File: src/rtl/fifo_write_arbiter.sv
`default_nettype none
// ============================================================================
// Module      : fifo_write_arbiter
// Description : Round-robin arbiter for the shared write port of the async
//               FIFO. Define FIFO_ARB_LOCK_EN to add bounded burst locking.
// Revision    : 1.0 - initial release
// ============================================================================
module fifo_write_arbiter #(
    parameter int NREQ      = 4,
    parameter int DWIDTH    = 8,
    parameter int MAX_BURST = 8
) (
    input  logic                     clk,
    input  logic                     rst,
    input  logic [NREQ-1:0]          req,
    input  logic [NREQ*DWIDTH-1:0]   req_data,
`ifdef FIFO_ARB_LOCK_EN
    input  logic [NREQ-1:0]          req_lock,
`endif
    input  logic                     wfull,
    output logic [NREQ-1:0]          gnt,
    output logic                     winc,
    output logic [DWIDTH-1:0]        wdata,
    output logic                     burst
);

    localparam int c_PW = $clog2(NREQ);

    logic [c_PW-1:0] r_rr_ptr;
    logic [c_PW-1:0] w_idx;
    logic            w_hit;
    logic [c_PW-1:0] w_sel_idx;
    logic            w_sel_vld;
    logic            w_winc;
    int              w_j;

    function automatic logic [c_PW-1:0] f_inc(input logic [c_PW-1:0] p);
        return (p == c_PW'(NREQ - 1)) ? '0 : p + 1'b1;
    endfunction

    // First requester at or after the pointer, wrapping modulo NREQ.
    always_comb begin
        w_hit = 1'b0;
        w_idx = '0;
        w_j   = 0;
        for (int k = 0; k < NREQ; k++) begin
            w_j = int'(r_rr_ptr) + k;
            if (w_j >= NREQ) begin
                w_j = w_j - NREQ;
            end
            if (!w_hit && req[w_j]) begin
                w_hit = 1'b1;
                w_idx = c_PW'(w_j);
            end
        end
    end

    // Reset and full both suppress the write combinationally.
    assign w_winc = w_sel_vld & ~wfull & ~rst;
    assign winc   = w_winc;
    assign wdata  = w_winc ? req_data[w_sel_idx*DWIDTH +: DWIDTH] : '0;

    always_comb begin
        gnt = '0;
        if (w_winc) begin
            gnt[w_sel_idx] = 1'b1;
        end
    end

`ifdef FIFO_ARB_LOCK_EN
    localparam int c_BW = $clog2(MAX_BURST + 1);

    typedef enum logic [0:0] {
        S_IDLE  = 1'b0,
        S_BURST = 1'b1
    } state_t;

    state_t          r_state;
    logic [c_PW-1:0] r_owner;
    logic [c_BW-1:0] r_bcnt;
    logic            r_burst;

    assign w_sel_idx = (r_state == S_BURST) ? r_owner : w_idx;
    assign w_sel_vld = (r_state == S_BURST) ? req[r_owner] : w_hit;
    assign burst     = r_burst;

    always_ff @(posedge clk) begin
        if (rst) begin
            r_rr_ptr <= '0;
            r_state  <= S_IDLE;
            r_owner  <= '0;
            r_bcnt   <= '0;
            r_burst  <= 1'b0;
        end else begin
            case (r_state)
                S_IDLE: begin
                    if (w_winc) begin
                        if (req_lock[w_idx]) begin
                            r_state <= S_BURST;
                            r_owner <= w_idx;
                            r_bcnt  <= c_BW'(1);
                            r_burst <= 1'b1;
                        end else begin
                            r_rr_ptr <= f_inc(w_idx);
                        end
                    end
                end
                S_BURST: begin
                    // While full, owner and count simply hold.
                    if (!wfull) begin
                        if (req[r_owner]) begin
                            r_bcnt <= r_bcnt + 1'b1;
                            if (!req_lock[r_owner] || (r_bcnt == c_BW'(MAX_BURST - 1))) begin
                                r_state  <= S_IDLE;
                                r_burst  <= 1'b0;
                                r_rr_ptr <= f_inc(r_owner);
                            end
                        end else begin
                            r_state  <= S_IDLE;
                            r_burst  <= 1'b0;
                            r_rr_ptr <= f_inc(r_owner);
                        end
                    end
                end
                default: begin
                    r_state <= S_IDLE;
                    r_burst <= 1'b0;
                end
            endcase
        end
    end
`else
    assign w_sel_idx = w_idx;
    assign w_sel_vld = w_hit;
    assign burst     = 1'b0;

    always_ff @(posedge clk) begin
        if (rst) begin
            r_rr_ptr <= '0;
        end else if (w_winc) begin
            r_rr_ptr <= f_inc(w_idx);
        end
    end
`endif

endmodule
`default_nettype wire

File: config.mk
export PLATFORM = sky130hd
export DESIGN_NAME = fifo_write_arbiter
export DESIGN_NICKNAME = d
export VERILOG_FILES = /design/src/rtl/fifo_write_arbiter.sv
export SDC_FILE = /design/constraint.sdc
export NUM_CORES = 1
export LEC_CHECK = 0
export CAP_MARGIN = 20
export CELL_PAD_IN_SITES_DETAIL_PLACEMENT = 1
export CELL_PAD_IN_SITES_GLOBAL_PLACEMENT = 2
export CORE_MARGIN = 2
export CORE_UTILIZATION = 14
export CTS_CLUSTER_DIAMETER = 150
export CTS_CLUSTER_SIZE = 24
export DETAILED_ROUTE_END_ITERATION = 8
export PLACE_DENSITY_LB_ADDON = 0.15
export SKIP_CTS_REPAIR_TIMING = 1
export SLEW_MARGIN = 5
export SYNTH_ARGS = -nofsm -noshare
export SYNTH_HDL_FRONTEND = slang
export SYNTH_SLANG_ARGS = --single-unit
File: constraint.sdc
create_clock -name clk -period 1.85 [get_ports clk]
set_input_delay 0.2775 -clock clk [delete_from_list [all_inputs] [get_ports clk]]
set_output_delay 0.2775 -clock clk [all_outputs]
set_load 0.02 [all_outputs]
# After elaboration in Yosys (flattened, before gate mapping)
# Index checks and enable logic that the tools add are counted.
dict set report op_classes {
  n_lt_le_gt_ge 10
  muxes 29
  eq_ne 1
  bitwise_logic 4
  n_reduce_logical 7
  n_addsub 8
  multipliers 0
  n_shift 1
  div_mod_pow 0
}
# cell n
set ops {}
lappend ops {{$lt A32 B4 Y1 const B} 4}
lappend ops {{$mux W32} 4}
lappend ops {{$shiftx A32 B6 Y8} 1}
lappend ops {{$mux W1} 13}
lappend ops {{$sub A3 B3 Y4 const B} 3}
lappend ops {{$mux W2} 5}
lappend ops {{$ge A3 B3 Y1 const B} 3}
lappend ops {{$bmux W1 S2} 4}
lappend ops {{$mux W8} 1}
lappend ops {{$add A2 B2 Y3 const B} 2}
lappend ops {{$logic_and A1 B1 Y1} 4}
lappend ops {{$mux W4} 1}
lappend ops {{$sub A2 B3 Y4 const B} 1}
lappend ops {{$add A2 B1 Y3 const B} 1}
lappend ops {{$ge A2 B3 Y1 const B} 1}
lappend ops {{$logic_not A1 Y1} 3}
lappend ops {{$lt A2 B3 Y1 const B} 1}
lappend ops {{$add A2 B1 Y2 const B} 1}
lappend ops {{$and A1 B1 Y1} 2}
lappend ops {{$demux W1 S2} 1}
lappend ops {{$eq A2 B2 Y1 const B} 1}
lappend ops {{$ge A2 B1 Y1 const B} 1}
lappend ops {{$not A1 Y1} 2}
dict set report word_totals {
  ramBits 0
  ff_bits 2
  memories 0
  romBits 0
  out_inout_bits 14
  word_cells 61
  input_bits 39
  latch_bits 0
}

# Logic depth before layout (Yosys ltp)
dict set report depth {
  ltp_word 20
  depth_mapped 8
  ltp_nobuf 6
}

# Worst setup path before layout
# Ideal clock, no wire load.
dict set report synth_path {
  kind {register -> output}
  from {register r_rr_ptr[1]}
  to {output wdata[0]}
  required_ns 1.572
  path_stages_with_launch 6
  n_path_buf 0
  t_arrival_ns 1.485
  setup_slack_ns 0.088
  path_cell_list {dfxtp_1 mux2i_1 nor2_1 nor3_2 nand2_2 o22ai_1}
}
dict set report synth_between {
  elab_chain_len 18
  elab_cells_between_ends 45
  classes_between {add/sub: 7; order compare: 4; shift: 1; mux: 25; bitwise: 2; reduce/logical: 6}
}
# element line_no
set synth_lines {}
lappend synth_lines {{start: declaration} 29} ;# logic [c_PW-1:0] r_rr_ptr;
lappend synth_lines {{start signal: assignment} 141} ;# r_rr_ptr <= f_inc(w_idx);
lappend synth_lines {{branches (longest 17 deep; another with $sub A3 B3 Y4)} -}
lappend synth_lines {{$mux W8 *} 61} ;# assign wdata = w_winc ? req_data[w_sel_idx*DWIDTH +: DWIDTH] : '0;
lappend synth_lines {{end: declaration} 23} ;# output logic [DWIDTH-1:0] wdata,
# Mark *: on every way between the ends. The select of a mux whose other input is x is not followed.

# Final worst setup path
dict set report layout_path {
  from {register r_rr_ptr[1]}
  to {output wdata[7]}
}
# The elaborated chain is that of the path after synthesis.

==> run_summary.xml <==
<?xml version="1.0" encoding="UTF-8"?>
<metrics>
  <group name="worst_setup_path">
    <metric name="cpPeakStageDelay" unit="ns">0.35</metric>
    <metric name="end_kind" unit="">output pin</metric>
    <metric name="critPathKind" unit="">register to output pin</metric>
    <metric name="critPathTopFamily" unit="">buffers and inverters</metric>
    <metric name="critPathMaxFanout" unit="">5</metric>
    <metric name="path_cells" unit="">buf_6 &gt; nand2_4 &gt; nand3b_1 &gt; a2bb2oi_4 &gt; buf_6 &gt; buf_4 &gt; mux2i_1 &gt; o22ai_1 &gt; buf_4</metric>
    <metric name="worst_path_arrival_time" unit="ns">1.75</metric>
    <metric name="required" unit="ns">1.57</metric>
    <metric name="critPathBufInv" unit="">4</metric>
    <metric name="crit_slowest_cell" unit="">sky130_fd_sc_hd__dfxtp_4</metric>
    <metric name="startpoint_type" unit="">register</metric>
  </group>
  <group name="timing">
    <metric name="fin_crit_sh" unit="%">109</metric>
    <metric name="rsz0062_at_grt" unit="">true</metric>
    <metric name="totalNegativeSetupSlack" unit="ns">-1.69</metric>
    <metric name="skew" unit="ns">0.000158</metric>
    <metric name="max_clock_freq" unit="MHz">494</metric>
    <metric name="final.setup.worst_slack" unit="ns">-0.175</metric>
    <metric name="final_critical_delay_including_setup_and_external_delays" unit="ns">2.02</metric>
    <metric name="hold_violations" unit="">0</metric>
    <metric name="setup-violations-final" unit="">12</metric>
    <metric name="timing.final.max_slew_violations" unit="">0</metric>
  </group>
  <group name="cts">
    <metric name="cts_max_path_buffers" unit="">2</metric>
    <metric name="tritoncts_buffers" unit="">3</metric>
    <metric name="clock_tree_from_tritoncts" unit="">yes</metric>
    <metric name="clk-insertion-delay-late" unit="ns">0.21</metric>
    <metric name="cts.sinks" unit="">2</metric>
    <metric name="htreeDepth" unit="">1</metric>
    <metric name="cts_root_buffer" unit="">sky130_fd_sc_hd__clkbuf_8</metric>
    <metric name="clk_transition_reported_paths" unit="ns">0.03</metric>
  </group>
  <group name="floorplan">
    <metric name="pin_count" unit="">53</metric>
    <metric name="floorplan.initialDensity" unit="%">14.4</metric>
    <metric name="floorplan.die.height" unit="um">67.7</metric>
    <metric name="core-area" unit="sq um">3940</metric>
    <metric name="die_area" unit="sq um">4580</metric>
    <metric name="std_cell_rows" unit="">23</metric>
    <metric name="overall_die_width" unit="um">67.7</metric>
  </group>
  <group name="yosys">
    <metric name="yosys-top-cells-area" unit="">sky130_fd_sc_hd__mux2i_1, sky130_fd_sc_hd__ha_1, sky130_fd_sc_hd__o22ai_1</metric>
    <metric name="synth_warnings" unit="">0</metric>
    <metric name="seq_area_frac_synth" unit="%">7.05</metric>
    <metric name="number_of_distinct_library_cells_after_synthesis" unit="">27</metric>
    <metric name="synthesis.nets" unit="">112</metric>
    <metric name="synth_seq_cells" unit="">2</metric>
    <metric name="synthesis.area_per_instance" unit="sq um">8.23</metric>
    <metric name="synth_area_leader_cell" unit="">sky130_fd_sc_hd__mux2i_1</metric>
    <metric name="syn_area" unit="sq um">568</metric>
    <metric name="netlist_instances" unit="">69</metric>
    <metric name="synth_top_area_share" unit="%">30.0</metric>
  </group>
  <group name="run_status">
    <metric name="run_status" unit="">finished with violations</metric>
    <metric name="failed_checks" unit="">negative setup slack</metric>
  </group>
  <group name="global_route">
    <metric name="grt_antenna_before_repair" unit="">0</metric>
    <metric name="number_of_global_route_vias_before_repair" unit="">792</metric>
    <metric name="grt_first_pass_wirelength" unit="mm">3.24</metric>
    <metric name="maximum_number_of_pins_on_one_net_before_global_route_repair" unit="">11</metric>
    <metric name="congestion_overflow_gr" unit="">0</metric>
    <metric name="global_routing_usage_summed_across_all_routing_layers" unit="%">9.30</metric>
  </group>
  <group name="final_layout">
    <metric name="largest_register_ffs" unit="">2</metric>
    <metric name="largest-register" unit="">r_rr_ptr</metric>
    <metric name="final_cell_area" unit="sq um">1400</metric>
    <metric name="design.final.nets" unit="">187</metric>
    <metric name="largestRegisters" unit="">r_rr_ptr x2</metric>
    <metric name="filler_cell_count" unit="">465</metric>
    <metric name="layout-drive-gt1-share" unit="%">37.3</metric>
    <metric name="synthToLayoutAreaGrowth" unit="%">147</metric>
    <metric name="antenna_cells_inserted" unit="">0</metric>
  </group>
  <group name="drt">
    <metric name="avgViaCountPerCell" unit="">4.24</metric>
    <metric name="antenna_left" unit="">0</metric>
    <metric name="drc" unit="">0</metric>
    <metric name="wl" unit="mm">2.46</metric>
    <metric name="initial_detailed_routing_violation_count" unit="">23</metric>
    <metric name="wire_length_per_cell" unit="um">12.8</metric>
    <metric name="detailroute.via_count" unit="">815</metric>
    <metric name="drtPass1Iterations" unit="">4</metric>
  </group>
  <group name="power_and_ir_drop">
    <metric name="power_leakage" unit="nW">0.676</metric>
    <metric name="power-per-cell-area" unit="nW/um^2">503</metric>
    <metric name="worst_ir_drop_vdd" unit="mV">0.173</metric>
  </group>
  <group name="placed_design">
    <metric name="dpl-instance-area" unit="sq um">1200</metric>
    <metric name="dp.final_hpwl" unit="mm">1.86</metric>
    <metric name="gp_congestion" unit="">0.723</metric>
    <metric name="portBuffers" unit="">51</metric>
  </group>
  <group name="min_path">
    <metric name="worstHoldPathType" unit="">register to register</metric>
  </group>
  <group name="flow_run">
    <metric name="timing.max_cap.violations" unit="">0</metric>
  </group>
</metrics>
[area by class of cell]
class / instances / area [sq um] / share of cell area (%)
clock buffers: 3 / 41.3 / 2.94
inverters: 3 / 11.3 / 0.803
multi-input cells: 61 / 542 / 38.6
flip-flops and latches: 2 / 43.8 / 3.12
well taps: 50 / 62.6 / 4.46
repair buffers: 73 / 702 / 50.0
[where the power goes]
group	switching [W]	internal (W)	total, W
Combinational	0.000195	0.000281	0.000477
Sequential	0.00000737	0.0000511	0.0000585
Clock	0.0000329	0.000137	0.000170
Total	0.000236	0.000470	0.000706
[synthesized netlist by cell type]
library cell                instances
sky130_fd_sc_hd__a21oi_1            4
sky130_fd_sc_hd__a21oi_2            1
sky130_fd_sc_hd__a2bb2oi_2          1
sky130_fd_sc_hd__and2_1             4
sky130_fd_sc_hd__and3b_2            1
sky130_fd_sc_hd__buf_12             1
sky130_fd_sc_hd__buf_4              1
sky130_fd_sc_hd__buf_6              1
sky130_fd_sc_hd__conb_1             1
sky130_fd_sc_hd__dfxtp_1            2
sky130_fd_sc_hd__ha_1               4
sky130_fd_sc_hd__inv_1              1
sky130_fd_sc_hd__inv_2              2
sky130_fd_sc_hd__mux2i_1           17
sky130_fd_sc_hd__nand2_1            3
sky130_fd_sc_hd__nand2_2            2
sky130_fd_sc_hd__nand2b_1           2
sky130_fd_sc_hd__nand3b_1           1
sky130_fd_sc_hd__nor2_1             3
sky130_fd_sc_hd__nor3_2             1
sky130_fd_sc_hd__nor3_4             1
sky130_fd_sc_hd__nor3b_1            1
sky130_fd_sc_hd__nor4_1             1
sky130_fd_sc_hd__o21ai_0            3
sky130_fd_sc_hd__o22ai_1            8
sky130_fd_sc_hd__o31ai_1            1
sky130_fd_sc_hd__or2b_1             1
[worst paths after layout]
path,depth (start not counted),end,start,slack [ns]
worst max-delay path,9,wdata[7],r_rr_ptr[1]$_SDFFE_PP0P_,-0.17
worst min-delay path,2,r_rr_ptr[0]$_SDFFE_PP0P_,r_rr_ptr[0]$_SDFFE_PP0P_,0.63
worst max register to register,10,r_rr_ptr[1]$_SDFFE_PP0P_,r_rr_ptr[1]$_SDFFE_PP0P_,0.24
worst min register to register,2,r_rr_ptr[0]$_SDFFE_PP0P_,r_rr_ptr[0]$_SDFFE_PP0P_,0.63
[cell usage in the layout, fill, tap and decap left out]
| cell | netlist | final |
|---|---|---|
| sky130_fd_sc_hd__or2b_1 | 1 | 1 |
| sky130_fd_sc_hd__ha_2 | 0 | 1 |
| sky130_fd_sc_hd__dfxtp_1 | 2 | 1 |
| sky130_fd_sc_hd__a2bb2oi_4 | 0 | 1 |
| sky130_fd_sc_hd__and2_1 | 4 | 1 |
| sky130_fd_sc_hd__clkdlybuf4s50_1 | 0 | 34 |
| sky130_fd_sc_hd__conb_1 | 1 | 1 |
| sky130_fd_sc_hd__o21ai_0 | 3 | 3 |
| sky130_fd_sc_hd__clkbuf_8 | 0 | 3 |
| sky130_fd_sc_hd__dfxtp_4 | 0 | 1 |
| sky130_fd_sc_hd__nand2_2 | 2 | 2 |
| sky130_fd_sc_hd__a21oi_1 | 4 | 3 |
| sky130_fd_sc_hd__inv_2 | 2 | 2 |
| sky130_fd_sc_hd__inv_1 | 1 | 1 |
| sky130_fd_sc_hd__nand3b_1 | 1 | 1 |
| sky130_fd_sc_hd__nor3_2 | 1 | 1 |
| sky130_fd_sc_hd__nand2b_1 | 2 | 2 |
| sky130_fd_sc_hd__clkbuf_2 | 0 | 2 |
| sky130_fd_sc_hd__o31ai_1 | 1 | 1 |
| sky130_fd_sc_hd__and3b_2 | 1 | 1 |
| sky130_fd_sc_hd__ha_1 | 4 | 2 |
| sky130_fd_sc_hd__mux2i_1 | 17 | 16 |
| sky130_fd_sc_hd__ha_4 | 0 | 1 |
| sky130_fd_sc_hd__buf_6 | 1 | 9 |
| sky130_fd_sc_hd__dlymetal6s2s_1 | 0 | 8 |
| sky130_fd_sc_hd__and2_4 | 0 | 3 |
| sky130_fd_sc_hd__nand2_1 | 3 | 2 |
| sky130_fd_sc_hd__nor4_4 | 0 | 1 |
| sky130_fd_sc_hd__nor2_1 | 3 | 3 |
| sky130_fd_sc_hd__buf_4 | 1 | 20 |
| sky130_fd_sc_hd__o22ai_1 | 8 | 8 |
| sky130_fd_sc_hd__a21oi_2 | 1 | 2 |
| sky130_fd_sc_hd__mux2i_2 | 0 | 1 |
| sky130_fd_sc_hd__nor3_4 | 1 | 1 |
| sky130_fd_sc_hd__nand2_4 | 0 | 1 |
| sky130_fd_sc_hd__nor3b_1 | 1 | 1 |
[layer usage]
layer	part of all wire [%]	global-route usage [%]	vias up
li1	-	-	405
met1	38	9.66	382
met2	55	17.4	26
met3	5.5	2.00	2
met4	0.77	4.59	0
met5	0	0	-
[cell families (layout without fill, tap and decap cells)]
group                    Yosys count  after routing  share of synthesized area, %
AND/OR/NAND/NOR                   21             21                          24.2
AO/OA/AOI/OAI                     18             18                          20.5
multiplexers                      17             17                          30.0
buffers and inverters              6             79                          8.81
adder cells (fa/ha/maj)            4              4                          8.81
flip-flops                         2              2                          7.05
other                              1              1                         0.660
[worst register-to-register path, stage by stage (launching register included)]
cell and delay (ns):
sky130_fd_sc_hd__dfxtp_4 0.35, sky130_fd_sc_hd__buf_6 0.12, sky130_fd_sc_hd__nand2_4 0.04, sky130_fd_sc_hd__nand3b_1 0.12, sky130_fd_sc_hd__a2bb2oi_4 0.21, sky130_fd_sc_hd__buf_6 0.14
sky130_fd_sc_hd__buf_6 0.12, sky130_fd_sc_hd__buf_6 0.10, sky130_fd_sc_hd__ha_4 0.18, sky130_fd_sc_hd__nand2_1 0.05, sky130_fd_sc_hd__o21ai_0 0.06
[stage by stage]
stage	util (%)	hold WS (ns)	total power, W	cells	worst slack [ns]
after global placement	30.4	0.609	0.000449	180	-0.792
after detailed placement	30.4	0.618	0.000449	180	-0.799
final	35.6	0.634	0.000706	192	-0.175
after floorplan	-	0.452	0.000268	69	0.0876
after CTS	31.5	0.627	0.000627	183	-0.801
after global routing	35.6	0.663	0.000758	192	-0.287
Power figures use the tool's default switching activity.
